### src/rtl/i2c_regfile_p_if.sv
// APB bus bundle between the host bridge and the I2C register file.
interface i2c_regfile_p_if;
    logic        psel;
    logic        penable;
    logic        pwrite;
    logic [11:0] paddr;
    logic [31:0] pwdata;
    logic [31:0] prdata;
    logic        pready;
    logic        pslverr;

    modport master (output psel, penable, pwrite, paddr, pwdata,
                    input  prdata, pready, pslverr);
    modport slave  (input  psel, penable, pwrite, paddr, pwdata,
                    output prdata, pready, pslverr);
endinterface

### src/rtl/i2c_regfile_p.sv
// I2C controller register file: APB slave with interrupt status/enable,
// FIFO data ports, address/control/timing registers and a soft-reset pulser.

// One interrupt status bit: edge- or level-sensitive set, W1C clear.
module i2c_regfile_p_isr_bit (
    input  logic clk,
    input  logic rstn,
    input  logic i_req,
    input  logic i_mode,
    input  logic i_clr,
    output logic o_isr
);
    logic r_prev;
    logic r_isr;
    logic w_set;

    // edge mode sets on a 0->1 transition, level mode sets every cycle high
    assign w_set = i_mode ? (i_req & ~r_prev) : i_req;

    // request history for edge detect; a set beats a same-cycle clear
    always_ff @(posedge clk or negedge rstn) begin
        if (!rstn) begin
            r_prev <= 1'b0;
            r_isr  <= 1'b0;
        end else begin
            r_prev <= i_req;
            r_isr  <= (r_isr & ~i_clr) | w_set;
        end
    end

    assign o_isr = r_isr;
endmodule

module i2c_regfile_p #(
    parameter int unsigned NIRQ     = 8,
    parameter int unsigned FIFO_AW  = 4,
    parameter int unsigned TW       = 32,
    parameter int unsigned SRST_CYC = 10,
    parameter logic [31:0] TDEF     = '0
) (
    input  logic                clk,
    input  logic                rstn,
    i2c_regfile_p_if.slave      apb,
    output logic                irq,
    input  logic [NIRQ-1:0]     irq_req,
    input  logic [FIFO_AW:0]    tx_fifo_ocy,
    input  logic [FIFO_AW:0]    rx_fifo_ocy,
    output logic                tx_fifo_wr,
    output logic [9:0]          tx_fifo_wdat,
    output logic                rx_fifo_rd,
    input  logic [7:0]          rx_fifo_rdat,
    output logic [FIFO_AW:0]    rx_fifo_pirq,
    output logic [9:0]          slv_adr,
    output logic                srstn,
    output logic [6:0]          cr,
    input  logic [7:0]          sr,
    output logic [TW-1:0]       tsusta,
    output logic [TW-1:0]       tsusto,
    output logic [TW-1:0]       thdsta,
    output logic [TW-1:0]       tsudat,
    output logic [TW-1:0]       tbuf,
    output logic [TW-1:0]       thigh,
    output logic [TW-1:0]       tlow
);
    localparam int unsigned OW    = FIFO_AW + 1;
    localparam int unsigned DEPTH = 1 << FIFO_AW;

    // word addresses (byte address >> 2)
    localparam logic [9:0] A_GIE   = 10'h007;
    localparam logic [9:0] A_ISR   = 10'h008;
    localparam logic [9:0] A_IMODE = 10'h009;
    localparam logic [9:0] A_IER   = 10'h00A;
    localparam logic [9:0] A_SOFTR = 10'h010;
    localparam logic [9:0] A_CR    = 10'h040;
    localparam logic [9:0] A_SR    = 10'h041;
    localparam logic [9:0] A_TXD   = 10'h042;
    localparam logic [9:0] A_RXD   = 10'h043;
    localparam logic [9:0] A_ADR   = 10'h044;
    localparam logic [9:0] A_TXOCY = 10'h045;
    localparam logic [9:0] A_RXOCY = 10'h046;
    localparam logic [9:0] A_TEN   = 10'h047;
    localparam logic [9:0] A_PIRQ  = 10'h048;
    localparam logic [9:0] A_TIM0  = 10'h04A;
    localparam logic [9:0] A_TIM6  = 10'h050;

    localparam logic [31:0] SOFTR_KEY = 32'h0000_000A;

    logic              r_gie;
    logic [NIRQ-1:0]   r_imode;
    logic [NIRQ-1:0]   r_ier;
    logic [6:0]        r_cr;
    logic [7:1]        r_adr;
    logic [2:0]        r_ten;
    logic [OW-1:0]     r_pirq;
    logic [TW-1:0]     r_tim [7];
    logic [31:0]       r_prdata;
    logic              r_pslverr;
    logic              r_tx_wr;
    logic [9:0]        r_tx_wdat;
    logic              r_rx_rd;
    logic              r_irq;
    logic [7:0]        r_srst_cnt;

    logic [9:0]        w_word;
    logic              w_setup;
    logic              w_acc;
    logic              w_wen;
    logic              w_tim;
    logic [2:0]        w_tidx;
    logic              w_hit;
    logic              w_ro;
    logic              w_wo;
    logic              w_err;
    logic [31:0]       w_rdata;
    logic [NIRQ-1:0]   w_isr;
    logic [NIRQ-1:0]   w_isr_clr;
    logic              w_unused_paddr;

    assign w_word         = apb.paddr[11:2];
    assign w_unused_paddr = ^apb.paddr[1:0];
    assign w_setup        = apb.psel & ~apb.penable;
    assign w_acc          = apb.psel &  apb.penable;
    // errored transfers were flagged in setup and must not touch state
    assign w_wen          = w_acc & apb.pwrite & ~r_pslverr;
    assign w_tim          = (w_word >= A_TIM0) && (w_word <= A_TIM6);
    assign w_tidx         = 3'(w_word - A_TIM0);

    // address decode and read mux from current register values
    always_comb begin
        w_hit   = 1'b1;
        w_ro    = 1'b0;
        w_wo    = 1'b0;
        w_rdata = '0;
        case (w_word)
            A_GIE:   w_rdata[0]        = r_gie;
            A_ISR:   w_rdata[NIRQ-1:0] = w_isr;
            A_IMODE: w_rdata[NIRQ-1:0] = r_imode;
            A_IER:   w_rdata[NIRQ-1:0] = r_ier;
            A_SOFTR: w_wo              = 1'b1;
            A_CR:    w_rdata[6:0]      = r_cr;
            A_SR: begin
                w_ro         = 1'b1;
                w_rdata[7:0] = sr;
            end
            A_TXD:   w_wo              = 1'b1;
            A_RXD: begin
                w_ro         = 1'b1;
                w_rdata[7:0] = rx_fifo_rdat;
            end
            A_ADR:   w_rdata[7:1]      = r_adr;
            A_TXOCY: begin
                w_ro            = 1'b1;
                w_rdata[OW-1:0] = tx_fifo_ocy;
            end
            A_RXOCY: begin
                w_ro            = 1'b1;
                w_rdata[OW-1:0] = rx_fifo_ocy;
            end
            A_TEN:   w_rdata[2:0]      = r_ten;
            A_PIRQ:  w_rdata[OW-1:0]   = r_pirq;
            default: begin
                if (w_tim) w_rdata[TW-1:0] = r_tim[w_tidx];
                else       w_hit           = 1'b0;
            end
        endcase
    end

    // any reason to reject the transfer, judged once in the setup phase
    assign w_err = ~w_hit
                 | ( apb.pwrite & w_ro)
                 | (~apb.pwrite & w_wo)
                 | ( apb.pwrite & (w_word == A_SOFTR) & (apb.pwdata != SOFTR_KEY))
                 | ( apb.pwrite & (w_word == A_TXD)   & (tx_fifo_ocy == OW'(DEPTH)))
                 | (~apb.pwrite & (w_word == A_RXD)   & (rx_fifo_ocy == '0));

    // setup-phase capture of response data, error and FIFO strobes
    always_ff @(posedge clk or negedge rstn) begin
        if (!rstn) begin
            r_prdata  <= '0;
            r_pslverr <= 1'b0;
            r_tx_wr   <= 1'b0;
            r_tx_wdat <= '0;
            r_rx_rd   <= 1'b0;
        end else begin
            r_tx_wr <= 1'b0;
            r_rx_rd <= 1'b0;
            if (w_setup) begin
                r_pslverr <= w_err;
                r_prdata  <= w_err ? '0 : w_rdata;
                r_tx_wr   <= ~w_err &  apb.pwrite & (w_word == A_TXD);
                r_rx_rd   <= ~w_err & ~apb.pwrite & (w_word == A_RXD);
                if (~w_err & apb.pwrite & (w_word == A_TXD))
                    r_tx_wdat <= apb.pwdata[9:0];
            end else if (!apb.psel) begin
                r_pslverr <= 1'b0;
            end
        end
    end

    // software-writable configuration registers, updated at end of access
    always_ff @(posedge clk or negedge rstn) begin
        if (!rstn) begin
            r_gie   <= 1'b0;
            r_imode <= '0;
            r_ier   <= '0;
            r_cr    <= '0;
            r_adr   <= '0;
            r_ten   <= '0;
            r_pirq  <= '0;
            for (int k = 0; k < 7; k++) r_tim[k] <= TDEF[TW-1:0];
        end else if (w_wen) begin
            case (w_word)
                A_GIE:   r_gie   <= apb.pwdata[0];
                A_IMODE: r_imode <= apb.pwdata[NIRQ-1:0];
                A_IER:   r_ier   <= apb.pwdata[NIRQ-1:0];
                A_CR:    r_cr    <= apb.pwdata[6:0];
                A_ADR:   r_adr   <= apb.pwdata[7:1];
                A_TEN:   r_ten   <= apb.pwdata[2:0];
                A_PIRQ:  r_pirq  <= apb.pwdata[OW-1:0];
                default: if (w_tim) r_tim[w_tidx] <= apb.pwdata[TW-1:0];
            endcase
        end
    end

    assign w_isr_clr = (w_wen && (w_word == A_ISR)) ? apb.pwdata[NIRQ-1:0] : '0;

    i2c_regfile_p_isr_bit u_isr [NIRQ-1:0] (
        .clk    (clk),
        .rstn   (rstn),
        .i_req  (irq_req),
        .i_mode (r_imode),
        .i_clr  (w_isr_clr),
        .o_isr  (w_isr)
    );

    // registered interrupt line, lags ISR/IER/GIE by one cycle
    always_ff @(posedge clk or negedge rstn) begin
        if (!rstn) r_irq <= 1'b0;
        else       r_irq <= r_gie & (|(w_isr & r_ier));
    end

    // soft-reset down-counter; a fresh key write reloads the full length
    always_ff @(posedge clk or negedge rstn) begin
        if (!rstn)                                r_srst_cnt <= '0;
        else if (w_wen && (w_word == A_SOFTR))    r_srst_cnt <= 8'(SRST_CYC);
        else if (r_srst_cnt != '0)                r_srst_cnt <= r_srst_cnt - 8'd1;
    end

    assign srstn        = (r_srst_cnt == '0);
    assign apb.pready   = 1'b1;
    assign apb.prdata   = r_prdata;
    assign apb.pslverr  = r_pslverr;
    assign irq          = r_irq;
    assign tx_fifo_wr   = r_tx_wr;
    assign tx_fifo_wdat = r_tx_wdat;
    assign rx_fifo_rd   = r_rx_rd;
    assign rx_fifo_pirq = r_pirq;
    assign slv_adr      = {r_ten, r_adr};
    assign cr           = r_cr;
    assign tsusta       = r_tim[0];
    assign tsusto       = r_tim[1];
    assign thdsta       = r_tim[2];
    assign tsudat       = r_tim[3];
    assign tbuf         = r_tim[4];
    assign thigh        = r_tim[5];
    assign tlow         = r_tim[6];
endmodule

### src/flat_wrapper.sv
// flat-port wrapper written by rule: the top's interface ports become plain ports
module i2c_regfile_p_flat 
#(
    parameter int unsigned NIRQ     = 8,
    parameter int unsigned FIFO_AW  = 4,
    parameter int unsigned TW       = 32,
    parameter int unsigned SRST_CYC = 10,
    parameter logic [31:0] TDEF     = '0
)
  (clk, rstn, irq, irq_req, tx_fifo_ocy, rx_fifo_ocy, tx_fifo_wr, tx_fifo_wdat, rx_fifo_rd, rx_fifo_rdat, rx_fifo_pirq, slv_adr, srstn, cr, sr, tsusta, tsusto, thdsta, tsudat, tbuf, thigh, tlow, apb_psel, apb_penable, apb_pwrite, apb_paddr, apb_pwdata, apb_prdata, apb_pready, apb_pslverr);
  i2c_regfile_p_if apb_i ();
  input  logic clk;
  input  logic rstn;
  output logic irq;
  input  logic [NIRQ-1:0] irq_req;
  input  logic [FIFO_AW:0] tx_fifo_ocy;
  input  logic [FIFO_AW:0] rx_fifo_ocy;
  output logic tx_fifo_wr;
  output logic [9:0] tx_fifo_wdat;
  output logic rx_fifo_rd;
  input  logic [7:0] rx_fifo_rdat;
  output logic [FIFO_AW:0] rx_fifo_pirq;
  output logic [9:0] slv_adr;
  output logic srstn;
  output logic [6:0] cr;
  input  logic [7:0] sr;
  output logic [TW-1:0] tsusta;
  output logic [TW-1:0] tsusto;
  output logic [TW-1:0] thdsta;
  output logic [TW-1:0] tsudat;
  output logic [TW-1:0] tbuf;
  output logic [TW-1:0] thigh;
  output logic [TW-1:0] tlow;
  input wire logic [$bits(apb_i.psel)-1:0] apb_psel;
  input wire logic [$bits(apb_i.penable)-1:0] apb_penable;
  input wire logic [$bits(apb_i.pwrite)-1:0] apb_pwrite;
  input wire logic [$bits(apb_i.paddr)-1:0] apb_paddr;
  input wire logic [$bits(apb_i.pwdata)-1:0] apb_pwdata;
  output wire logic [$bits(apb_i.prdata)-1:0] apb_prdata;
  output wire logic [$bits(apb_i.pready)-1:0] apb_pready;
  output wire logic [$bits(apb_i.pslverr)-1:0] apb_pslverr;
  assign apb_i.psel = apb_psel;
  assign apb_i.penable = apb_penable;
  assign apb_i.pwrite = apb_pwrite;
  assign apb_i.paddr = apb_paddr;
  assign apb_i.pwdata = apb_pwdata;
  assign apb_prdata = apb_i.prdata;
  assign apb_pready = apb_i.pready;
  assign apb_pslverr = apb_i.pslverr;
  i2c_regfile_p #(.NIRQ(NIRQ), .FIFO_AW(FIFO_AW), .TW(TW), .SRST_CYC(SRST_CYC), .TDEF(TDEF)) u_core (.clk(clk), .rstn(rstn), .apb(apb_i), .irq(irq), .irq_req(irq_req), .tx_fifo_ocy(tx_fifo_ocy), .rx_fifo_ocy(rx_fifo_ocy), .tx_fifo_wr(tx_fifo_wr), .tx_fifo_wdat(tx_fifo_wdat), .rx_fifo_rd(rx_fifo_rd), .rx_fifo_rdat(rx_fifo_rdat), .rx_fifo_pirq(rx_fifo_pirq), .slv_adr(slv_adr), .srstn(srstn), .cr(cr), .sr(sr), .tsusta(tsusta), .tsusto(tsusto), .thdsta(thdsta), .tsudat(tsudat), .tbuf(tbuf), .thigh(thigh), .tlow(tlow));
endmodule
### config.mk
export PLATFORM = sky130hd
export DESIGN_NAME = i2c_regfile_p_flat
export DESIGN_NICKNAME = d
export VERILOG_FILES = /design/src/rtl/i2c_regfile_p_if.sv /design/src/rtl/i2c_regfile_p.sv /design/src/flat_wrapper.sv
export SDC_FILE = /design/constraint.sdc
export NUM_CORES = 1
export LEC_CHECK = 0
export CAP_MARGIN = 20
export CORE_UTILIZATION = 50
export DETAILED_ROUTE_END_ITERATION = 8
export PLACE_DENSITY = 0.8
export SLEW_MARGIN = 20
export SYNTH_ARGS = -nofsm -noshare
export SYNTH_HDL_FRONTEND = slang
export SYNTH_SLANG_ARGS = --single-unit
### constraint.sdc
create_clock -name clk -period 2.4 [get_ports clk]
set_input_delay 0.6 -clock clk [delete_from_list [all_inputs] [get_ports clk]]
set_output_delay 0.6 -clock clk [all_outputs]
set_load 0.05 [all_outputs]
==> results of run 1 <==
cell type report:
cell class | count | area, sq um
clock buffer | 52 | 1021
timing repair buffer | 576 | 5707
antenna | 1 | 2.502
fill | 2019 | 8348
tap | 402 | 503.0
sequential | 333 | 8334
inverter | 7 | 31.28
multi-input combinational | 754 | 7615
clock inverter | 10 | 75.07
layer usage:
metal	vias to the layer above	global-route usage, %	part of all wire, %
li1	5420	-	-
met1	6458	42.23	40
met2	675	53.85	48
met3	119	7.381	8.6
met4	0	12.58	3.7
met5	-	0	0
power by group:
group	total [mW]	switching, mW	internal [mW]	leakage, nW
Clock	5.24	2.27	2.97	0.538
Combinational	1.15	0.660	0.493	6.35
Sequential	5.76	0.0757	5.68	4.57
Yosys cell counts, types with 7 or more instances:
master | instances | area, sq um
sky130_fd_sc_hd__buf_1 | 12 | 45.04
sky130_fd_sc_hd__mux2_2 | 156 | 1757
sky130_fd_sc_hd__mux2_4 | 120 | 1802
sky130_fd_sc_hd__buf_6 | 12 | 135.1
sky130_fd_sc_hd__inv_1 | 7 | 26.28
sky130_fd_sc_hd__clkbuf_1 | 30 | 112.6
sky130_fd_sc_hd__nor4_1 | 14 | 87.58
sky130_fd_sc_hd__mux4_2 | 30 | 675.7
sky130_fd_sc_hd__dfrtp_1 | 333 | 8333
sky130_fd_sc_hd__nand2b_1 | 10 | 62.56
sky130_fd_sc_hd__mux2i_1 | 68 | 680.7
sky130_fd_sc_hd__nand4_1 | 11 | 68.82
sky130_fd_sc_hd__a21oi_1 | 11 | 55.05
sky130_fd_sc_hd__a22o_1 | 11 | 96.34
sky130_fd_sc_hd__nand2_1 | 98 | 367.9
sky130_fd_sc_hd__o31ai_1 | 27 | 202.7
sky130_fd_sc_hd__o21ai_0 | 39 | 195.2
sky130_fd_sc_hd__nor2b_1 | 8 | 50.05
sky130_fd_sc_hd__a22oi_1 | 16 | 120.1
sky130_fd_sc_hd__mux2_1 | 9 | 101.4
sky130_fd_sc_hd__nor2_1 | 21 | 78.83
sky130_fd_sc_hd__buf_2 | 27 | 135.1
sky130_fd_sc_hd__nand3_1 | 13 | 65.06
worst max-delay path, cell delays in order, from the launching register on:
cell and delay, ns:
sky130_fd_sc_hd__dfrtp_2 0.43, sky130_fd_sc_hd__nor4_4 0.29, sky130_fd_sc_hd__nand2b_1 0.12, sky130_fd_sc_hd__or3b_4 0.41
sky130_fd_sc_hd__inv_4 0.08, sky130_fd_sc_hd__buf_12 0.13
how the worst max path moves through the flow:
stage / from / to / slack, ns / cells past startpoint
6_report: u_core.r_srst_cnt[3] / srstn / -0.17 / 5
4_1_cts: u_core.r_srst_cnt[4] / srstn / -0.19 / 5
3_3_place_gp: apb_pwdata[6] / u_core.tx_fifo_wdat[9] / -1.11 / 8
5_1_grt: u_core.r_srst_cnt[3] / srstn / -0.24 / 5
3_5_place_dp: apb_pwdata[6] / u_core.apb.prdata[6] / -1.11 / 7
2_1_floorplan: apb_paddr[4] / u_core.tbuf[10] / -0.20 / 10
registers in the layout, summed over array words and instances (netlist names), 10 cells and up:
| name | cells |
|---|---|
| u_core.apb.prdata | 32 |
| u_core.tbuf | 32 |
| u_core.thdsta | 32 |
| u_core.thigh | 32 |
| u_core.tlow | 32 |
| u_core.tsudat | 32 |
| u_core.tsusta | 32 |
| u_core.tsusto | 32 |
| u_core.tx_fifo_wdat | 10 |
logic make-up after synthesis:
family	Yosys count	share of synthesized area [%]
flip-flops	333	51.79
XOR/XNOR	8	0.4355
adder cells (fa/ha/maj)	6	0.4666
other	1	0.02331
AND/OR/NAND/NOR	218	7.255
buffers and inverters	90	2.916
AO/OA/AOI/OAI	138	5.941
multiplexers	383	31.17
what timing repair did:
item / 4_1_cts / 5_1_grt
pin swaps: 25 / 19
resized for setup: 117 / 76
buffers inserted: 13 / 10
hold buffers: 1 / 0
hold endpoints to repair: 26 / 0
gates cloned: 4 / 1
endpoints found under the setup margin: 279 / 220
through the flow:
stage          utilization, %  setup slack [ns]  hold WS [ns]  setup TNS (ns)
3_5_place_dp            68.19            -1.110        0.4647         -236.89
4_1_cts                 73.02           -0.1922        0.4683         -0.4010
6_report                73.61           -0.1719        0.3386         -0.1719
3_3_place_gp            68.19            -1.110        0.4588         -219.57
2_1_floorplan               -           -0.1963        0.3044          -34.10
5_1_grt                 73.60           -0.2434        0.3255         -0.2481
==> results summary, run 1 <==
The run finished, with violations left. The final reports fail on negative setup slack. The worst setup path is launched from a flip-flop. The yosys synthesis warning count came out at 0.

The max-cap check violation count came out at 0. In the final layout, the share of cells above drive strength 1 is 37.01%. After synthesis, the share of flip-flops with an asynchronous set or reset is 100.0%. The average cell area after synthesis is 13.67 sq um.

The cell area reported after detailed placement is 21570 sq um. The top cell types in the final layout, fill and taps aside, are 332 x sky130_fd_sc_hd__dfrtp_1, 297 x sky130_fd_sc_hd__clkdlybuf4s50_1, 169 x sky130_fd_sc_hd__buf_4, 154 x sky130_fd_sc_hd__mux2_2, 131 x sky130_fd_sc_hd__mux2_4. The count of pins over their slew limit is 0. The hold-critical path depth is 2. In this run the count of I/O pins placed on the die edge is 377. In this run the critical register-to-register path is launched from u_core.apb.pslverr. The number of antenna violations at the first check in global routing is 1. The detail route stage leaves a number of antenna-violating nets equal to 0. Yosys mapped a number of flops with a built-in enable equal to 0. The highest ir drop seen on vdd came out at 510.4 uV. The clock period minus worst slack came out at 2.572 ns. The count of final setup violators came out at 1. The dominant register cell in the synthesized netlist is sky130_fd_sc_hd__dfrtp_1. The count of standard-cell rows came out at 65. The clock-pin transition on the worst setup and hold timing paths came out at 0.06 ns. The synthesized instance count is 1177. TritonCTS built the clock tree. The clock reaches the later pin of the worst-skew pair after 0.52 ns. The via count of the first global-routing pass was 13093. The floorplan die area came out at 32900 sq um.

The worst hold path begins at apb_pwdata[19]. The category of the worst setup path capture point is a primary output. The final layout contains 1797 nets. The largest net degree at the start of global routing is 83.

The post-layout total power came out at 12.15 mW. The worst clock skew on the final layout is 0.01175 ns. The relative max-transition margin is 49.43%. The starting density of the core is 50.86%. The violation count after the first detailed-routing iteration is 826. The sequential area share after synthesis is 51.79%.

The maximum count of clock buffers along a single path is 3. The final weighted congestion in routability-driven placement is 0.9304. The core region is 31640 sq um. Setup repair after global routing could not meet its margin everywhere. The path with the worst hold slack has its endpoint at u_core.tlow[19]. For this design the ratio of total power to cell area is 521.8 nW/um^2. The path depth of the worst reg2reg path came out at 7. At the pin with the least slew margin, the transition time is 0.7586 ns.

The first global-routing pass estimated 81560 um of wire. The endpoint of the most critical register-to-register path is u_core.tsusta[23]. Data on the critical path arrives at its endpoint at 1.97 ns.

The hold violation total from the final report came to 0. The synthesized flop and latch total is 333. The count of unique library cells instantiated by Yosys is 67. The final critical-path setup slack came out at -0.1719 ns.

The DRC violation count after routing is 0. The number of clock buffers added by TritonCTS is 36. The maximum frequency from static timing analysis came out at 0.3888 GHz.

The static leakage power is 11.45 nW. Wires add up to 54120 um. Once detailed placement completed, the half-perimeter wirelength came to 38260 um.

The clock sink count is 333. The type of the worst setup path is reg2out. The deepest level of the CTS H-tree came out at 2. The setup slack on the worst flop-to-flop path is 0.44 ns. The non-filler instance count after layout came out at 2135.

The critical path data required time came out at 1.80 ns. The width of the die is 181.4 um. The height of the die came out at 181.4 um. The aggregate global-route resource usage came out at 32.72%. The root buffer cell is sky130_fd_sc_hd__clkbuf_16.

The number of buffers added on ports is 373. The highest net fanout along the worst path came out at 3. Including well taps, the total number of placed cells is 2045.

In the final routed layout, each cell accounts on average for 25.35 um. The layout-stage area growth over the synthesis result is 44.74%. The length of the first detailed-routing pass in iterations is 5.

Dividing the detail-routed via count by the number of cells gives 5.935. The via total after detailed routing is 12672. The total grt overflow came out at 0. The most frequent standard cell in the layout excluding fill and tap cells is sky130_fd_sc_hd__dfrtp_1.

The post-synthesis net count came out at 1266. After synthesis the cells add up to 16090 sq um. The classification of the worst-slack hold path is in2reg. After routing the design area is 23290 sq um.

The ratio of final minimum period to clock period is 107.2%.
Power figures use the tool's default switching activity.
==> run 2: changes to the inputs <==
- CTS_CLUSTER_DIAMETER: default -> 60
- SKIP_CTS_REPAIR_TIMING: default -> 1
==> run 2 against run 1 <==
The run still ends with negative setup slack left. Clock skew rose by 0.0026 ns. Utilization is 0.055 points higher. Design area is essentially flat. First-iteration DRC count grew 18%. Count of clock-buffer cells in the layout up 1. Highest routed layer unchanged.
==> results summary, run 2 (same netlist as run 1, synthesis figures left out) <==
The critical path arrival is 2.04 ns (+0.07 ns). The clock period minus worst slack came out at 2.642 ns (+0.07005 ns). The clock sink count came out at 333 (unchanged). The layout-stage area growth over the synthesis result came to 44.84% (about the same). The fraction of final layout cells sized beyond drive strength 1 came out at 35.91% (-1.1 points). The total length of routed met2 wires is 26700 um (+2.8%). The transition time of the tightest slew-check pin is 0.7604 ns (+0.001783 ns). The DRC violation count after routing came out at 0 (unchanged). The critical path data required time came to 1.80 ns (about the same). The global-route wire length before repair was 80570 um (-1.2%).

The worst clock skew on the final layout came out at 0.01437 ns (+0.002611 ns). The max-cap check violation count is 0 (unchanged). The amount of wire on met3 after detailed routing is 4350 um (-6.5%). The pre-CTS setup slack is -1.110 ns (unchanged).

TritonCTS built the clock tree. The half-perimeter wire length after placement came out at 38260 um (unchanged). The starting density of the core was 50.86% (unchanged).

STA classifies the critical path startpoint as a flip-flop. The tightest min-delay check is of the in2reg type. The checks that failed: negative setup slack.

The count of standard-cell rows is 65 (unchanged). The number of buffers added on ports came out at 373 (unchanged). The total grt overflow came out at 0 (unchanged).

The static leakage power came to 11.89 nW (+3.9%). The run finished, with violations left. The final weighted congestion in routability-driven placement was 0.9304 (unchanged). The ratio of final minimum period to clock period is 110.1% (+2.9 points). The detailed router used layers up to and including met4. The final critical-path setup slack came out at -0.2420 ns (-0.07006 ns). The antenna violation net count after detailed routing came out at 0 (unchanged). The number of top-level pins was 377 (unchanged). The aggregate global-route resource usage came out at 32.31% (-0.41 points). The floorplan core area came out at 31640 sq um (unchanged). The final routed wire length divided by cell count came out at 25.75 um (+1.6%).

The maximum count of clock buffers along a single path came out at 3 (unchanged). The via count of the first global-routing pass is 13043 (-0.38%). The master of the slowest instance on the critical path is sky130_fd_sc_hd__dfrtp_2. The met1 wire length came out at 21880 um (+1.7%). Clock tree synthesis selected as its root buffer the cell sky130_fd_sc_hd__clkbuf_16. The most frequent standard cell in the layout excluding fill and tap cells is sky130_fd_sc_hd__dfrtp_1. The via-per-instance ratio is 5.937 (about the same). The relative max-transition margin was 49.31% (-0.12 points).

The height of the die came out at 181.4 um (unchanged). The biggest cell delay along the critical path is 0.45 ns (+0.02 ns). The count of pins over their slew limit came out at 0 (unchanged). The length of the first detailed-routing pass in iterations is 7 (+2).

The signal on the critical path passes through nor4_4, nand2b_1, or3b_4, inv_4, buf_12. The hold violation total from the final report is 0 (unchanged). The violation count after the first detailed-routing iteration is 974 (+18%). The cell area reported after detailed placement is 21570 sq um (unchanged). The latest clock arrival within the worst-skew pair is 0.53 ns (about the same). The clock-pin transition on the worst setup and hold timing paths is 0.06 ns (about the same).

The deepest level of the CTS H-tree is 2 (unchanged). The largest net degree at the start of global routing came out at 83 (unchanged). In the layout the commonest cells are 332 x sky130_fd_sc_hd__dfrtp_1, 288 x sky130_fd_sc_hd__clkdlybuf4s50_1, 160 x sky130_fd_sc_hd__buf_4, 155 x sky130_fd_sc_hd__mux2_2, 130 x sky130_fd_sc_hd__mux2_4. The number of antenna violations at the first check in global routing was 1 (unchanged). The final-stage net count was 1786 (-0.61%). The floorplan die area came out at 32900 sq um (unchanged). STA classifies the critical path endpoint as a primary output. Setup repair after global routing could not meet its margin everywhere.

The count of final setup violators was 1 (unchanged). The total power density per cell area is 524.6 nW/um^2 (+0.52%). The maximum frequency from static timing analysis is 0.3785 GHz (-2.7%).

The number of buffers added by the clock tree synthesis step came out at 36 (unchanged). The highest net fanout along the worst path is 5 (+2). The width of the die is 181.4 um (unchanged).

The area of all placed cells without fillers is 23310 sq um (about the same). The routed wire length is 54700 um (+1.1%). The worst setup path is of the reg2out kind.

The highest ir drop seen on vdd came out at 541.8 uV (+6.2%). The via total after detailed routing came out at 12611 (-0.48%).
## run 2: worst paths after layout
kind / start / to / slack (ns) / cells after the start
max reg2reg: u_core.apb.pslverr / u_core.tsudat[3] / 0.43 / 6
max in group asynchronous: rstn / u_core.tbuf[4] / 1.06 / 3
max: u_core.r_srst_cnt[2] / srstn / -0.24 / 5
min: apb_pwdata[19] / u_core.tsusta[19] / 0.34 / 2
min reg2reg: u_core.apb.prdata[17] / u_core.apb.prdata[17] / 0.48 / 2
min in group asynchronous: rstn / u_core.apb.prdata[29] / 0.58 / 2
## run 2: cell type report
class / count / area [sq um]
Multi-Input combinational cell: 754 / 7541
Fill cell: 2019 / 8330
Inverter: 7 / 31.28
Clock inverter: 9 / 68.82
Clock buffer: 53 / 1055
Antenna cell: 1 / 2.502
Timing Repair Buffer: 565 / 5771
Sequential cell: 333 / 8334
Tap cell: 402 / 503.0
## run 2: power breakdown
group	internal (mW)	leakage, nW	total (mW)	switching [mW]
clock network	3.05	0.549	5.33	2.28
logic	0.481	6.78	1.13	0.647
registers	5.68	4.57	5.77	0.0820
total	9.22	11.9	12.2	3.01
## run 2: worst max-delay path, delay by kind of cell (launching register included)
family / cells / cell delay (ns)
AND/OR/NAND/NOR: 3 / 0.87
buffers and inverters: 2 / 0.21
flip-flops: 1 / 0.45
## run 2: routing by layer
| layer | vias to the layer above | global-route usage [%] |
|---|---|---|
| li1 | 5395 | - |
| met3 | 124 | 6.318 |
| met4 | 0 | 11.86 |
| met1 | 6444 | 41.97 |
| met5 | - | 0 |
| met2 | 648 | 53.86 |
## run 2: per-stage QoR
stage	cells	hold slack (ns)	setup TNS (ns)	power (mW)	utilization, %
after global routing	2123	0.3291	-1.739	12.60	73.66
after global placement	2045	0.4588	-219.57	6.896	68.19
after detailed placement	2045	0.4647	-236.89	6.919	68.19
after floorplan	1177	0.3044	-34.10	6.258	-
after CTS	2107	-0.02742	-78.25	12.22	71.75
final	2124	0.3385	-0.2420	12.23	73.67
==> run 3: changes to the inputs <==
- CORE_ASPECT_RATIO: default -> 0.75
==> run 3 against run 2 <==
Sequential power is essentially flat. Sequential cell count unchanged. Non-clock buffer count increased by 7. Critical path depth stayed put. Largest cell class unchanged. Wire length rose by 2.8%. Worst setup slack got worse by 0.0059 ns. Count of clock-buffer cells in the layout shrank 1. Utilization is 0.97 points higher. The flow still finishes with violations (negative setup slack). Total power rose by 3.6%. Largest power group is now clock.
==> results summary, run 3 (same netlist as run 1, synthesis figures left out) <==
The final critical-path setup slack is -0.2479 ns (-0.005902 ns). The floorplan core area was 31460 sq um (-0.56%). The path depth of the worst reg2reg path is 6 (unchanged).

The critical path data required time is 1.80 ns (about the same). The total grt overflow came out at 0 (unchanged). The count of standard-cell rows came to 56 (-14%). The clock sink count came to 333 (unchanged). The largest net degree at the start of global routing is 67 (-19%). Leaving out fill and tap cells, the most frequent cells in the layout are 332 x sky130_fd_sc_hd__dfrtp_1, 281 x sky130_fd_sc_hd__clkdlybuf4s50_1, 171 x sky130_fd_sc_hd__buf_4, 155 x sky130_fd_sc_hd__mux2_2, 130 x sky130_fd_sc_hd__mux2_4. The total of fill cells in the finished design was 2011 (-0.40%). The maximum count of clock buffers along a single path is 3 (unchanged). The clock-pin transition on the worst setup and hold timing paths is 0.06 ns (about the same). The highest ir drop seen on vdd is 571.6 uV (+5.5%).

The height of the die is 157.4 um (-13%). The count of final setup violators is 9 (+8). The fraction of final layout cells sized beyond drive strength 1 is 36.96% (+1.0 points). The clock share of power is 45.6% (+2.0 points). The transition time of the tightest slew-check pin is 0.6772 ns (-0.08322 ns). The final-stage net count is 1794 (+0.45%). The number of buffers added on ports came to 373 (unchanged). The pre-CTS setup slack is -1.243 ns (-0.1338 ns). The via total after detailed routing came out at 12675 (+0.51%). The relative max-transition margin came out at 54.86% (+5.5 points). The net switching power of the design was 3.074 mW (+2.2%). The number of placed instances, taps included is 2049 (+0.20%). The cell-internal power came out at 9.592 mW (+4.1%). The tightest min-delay check is of the in2async type.

The static leakage power is 12.01 nW (+0.98%). The antenna violation net count after detailed routing is 0 (unchanged). The violation count after the first detailed-routing iteration was 999 (+2.6%). The critical path in this run is classified as reg2out.

The number of top-level pins is 377 (unchanged). The critical path goes through nor4_4, nand2b_1, or3b_4, inv_4, buf_12. The final weighted congestion in routability-driven placement is 0.9635 (+3.6%). The non-filler instance count after layout came out at 2137 (+0.61%). The clock period minus worst slack came out at 2.648 ns (+0.005902 ns). The biggest cell delay along the critical path came out at 0.45 ns (about the same).

The hold slack came out at 0.02059 ns (-0.3179 ns). The number of buffers added by the clock tree synthesis step came out at 37 (+2.8%). The via count of the first global-routing pass came to 12867 (-1.3%).

The critical path arrival is 2.05 ns (about the same). Setup repair after global routing could not meet its margin everywhere. The maximum frequency from static timing analysis came out at 0.3777 GHz (-0.22%). The number of cells on the critical path is 5 (unchanged). The part of the power in registers came out at 45.5% (-1.7 points). The final reports fail on negative setup slack. The cell type group with the largest total delay on the critical path is simple AND/OR/NAND/NOR gates.

The total power density per cell area was 539.4 nW/um^2 (+2.8%). The length of the first detailed-routing pass in iterations is 5 (-2). The worst register-to-register path begins at u_core.apb.pslverr. The latest clock arrival within the worst-skew pair is 0.54 ns (about the same). The final core utilization came out at 74.64% (+0.97 points). The aggregate global-route resource usage is 33.11% (+0.80 points). The hold violation total from the final report is 0 (unchanged). The switching power as a share of total power came out at 24.27% (-0.33 points). The flow ran to the end, but the final reports show violations. The width of the die came out at 209.1 um (+15%).

The floorplan die area is 32910 sq um (about the same). The routed wire length is 56210 um (+2.8%). The starting density of the core is 51.15% (+0.29 points). The final routed wire length divided by cell count was 26.30 um (+2.1%). The count of buffering cells on the critical path with inverters included is 2 (unchanged). The setup slack on the worst flop-to-flop path came to 0.45 ns (+0.02 ns). The via-per-instance ratio is 5.931 (-0.10%). CTS placed an instance of sky130_fd_sc_hd__clkbuf_16 at the clock tree root.

TritonCTS built the clock tree. The max-cap check violation count is 0 (unchanged). The worst clock skew on the final layout came to 0.02452 ns (+0.01015 ns).

The deepest level of the CTS H-tree is 2 (unchanged). The library cell used most frequently in the layout, excluding fill and tap cells, is sky130_fd_sc_hd__dfrtp_1. The highest net fanout along the worst path came out at 6 (+1).

The ratio of final minimum period to clock period is 110.3% (+0.25 points). STA classifies the critical path endpoint as a primary output. The endpoint identified for the worst register-to-register timing path is u_core.thdsta[3]. The layout-stage area growth over the synthesis result came out at 45.94%. The share of total power in combinational logic came out at 8.8% (-0.4 points). STA classifies the critical path startpoint as a flip-flop. The DRC violation count after routing is 0 (unchanged). The slowest stage of the critical path is the sky130_fd_sc_hd__dfrtp_2 cell. The count of pins over their slew limit is 0 (unchanged). The number of antenna violations at the first check in global routing is 1 (unchanged). The global-route wire length before repair is 81950 um (+1.7%). The half-perimeter wire length after placement is 38850 um (+1.5%).
[run 3: layer usage]
metal | vias up | global-route usage (%) | routed length (um)
li1 | 5398 | - | -
met1 | 6605 | 46.85 | 24690
met2 | 591 | 51.21 | 25840
met3 | 79 | 7.801 | 4484
met4 | 2 | 8.964 | 1175
met5 | - | 0 | 13
[run 3: layout make-up]
| type | count | area, sq um | area share, % |
|---|---|---|---|
| clock buffers | 52 | 1074 | 4.572 |
| diodes | 2 | 5.005 | 0.02131 |
| multi-input cells | 754 | 7615 | 32.43 |
| well taps | 406 | 508.0 | 2.163 |
| clock inverters | 11 | 148.9 | 0.6341 |
| inverters | 7 | 31.28 | 0.1332 |
| repair buffers | 572 | 5767 | 24.56 |
| flip-flops and latches | 333 | 8334 | 35.49 |
[run 3: through the flow]
stage / TNS [ns] / total power [mW] / instance area [sq um]
6_report: -0.3454 / 12.67 / 23480
4_1_cts: -81.60 / 12.63 / 22780
3_5_place_dp: -244.74 / 6.904 / 21560
2_1_floorplan: -34.10 / 6.258 / 16210
3_3_place_gp: -232.89 / 6.884 / 21560
5_1_grt: -1.502 / 13.02 / 23480
[run 3: worst max path at each step]
stage | startpoint | end | slack (ns)
after floorplan | apb_paddr[4] | u_core.tbuf[10] | -0.20
after global placement | apb_pwdata[6] | u_core.tx_fifo_wdat[9] | -1.26
after detailed placement | apb_pwdata[6] | u_core.apb.prdata[5] | -1.24
after CTS | apb_pwdata[6] | u_core.tx_fifo_wdat[9] | -0.70
after global routing | u_core.r_srst_cnt[2] | srstn | -0.32
final | u_core.r_srst_cnt[2] | srstn | -0.25
[run 3: power by group through the flow]
stage / clock, mW / combinational, mW / sequential (mW)
global route: 6.06 / 1.19 / 5.77
detailed placement: 0 / 1.06 / 5.85
CTS: 5.82 / 1.07 / 5.75
finish: 5.78 / 1.12 / 5.76
global placement: 0 / 1.04 / 5.84
floorplan: 0 / 0.372 / 5.89
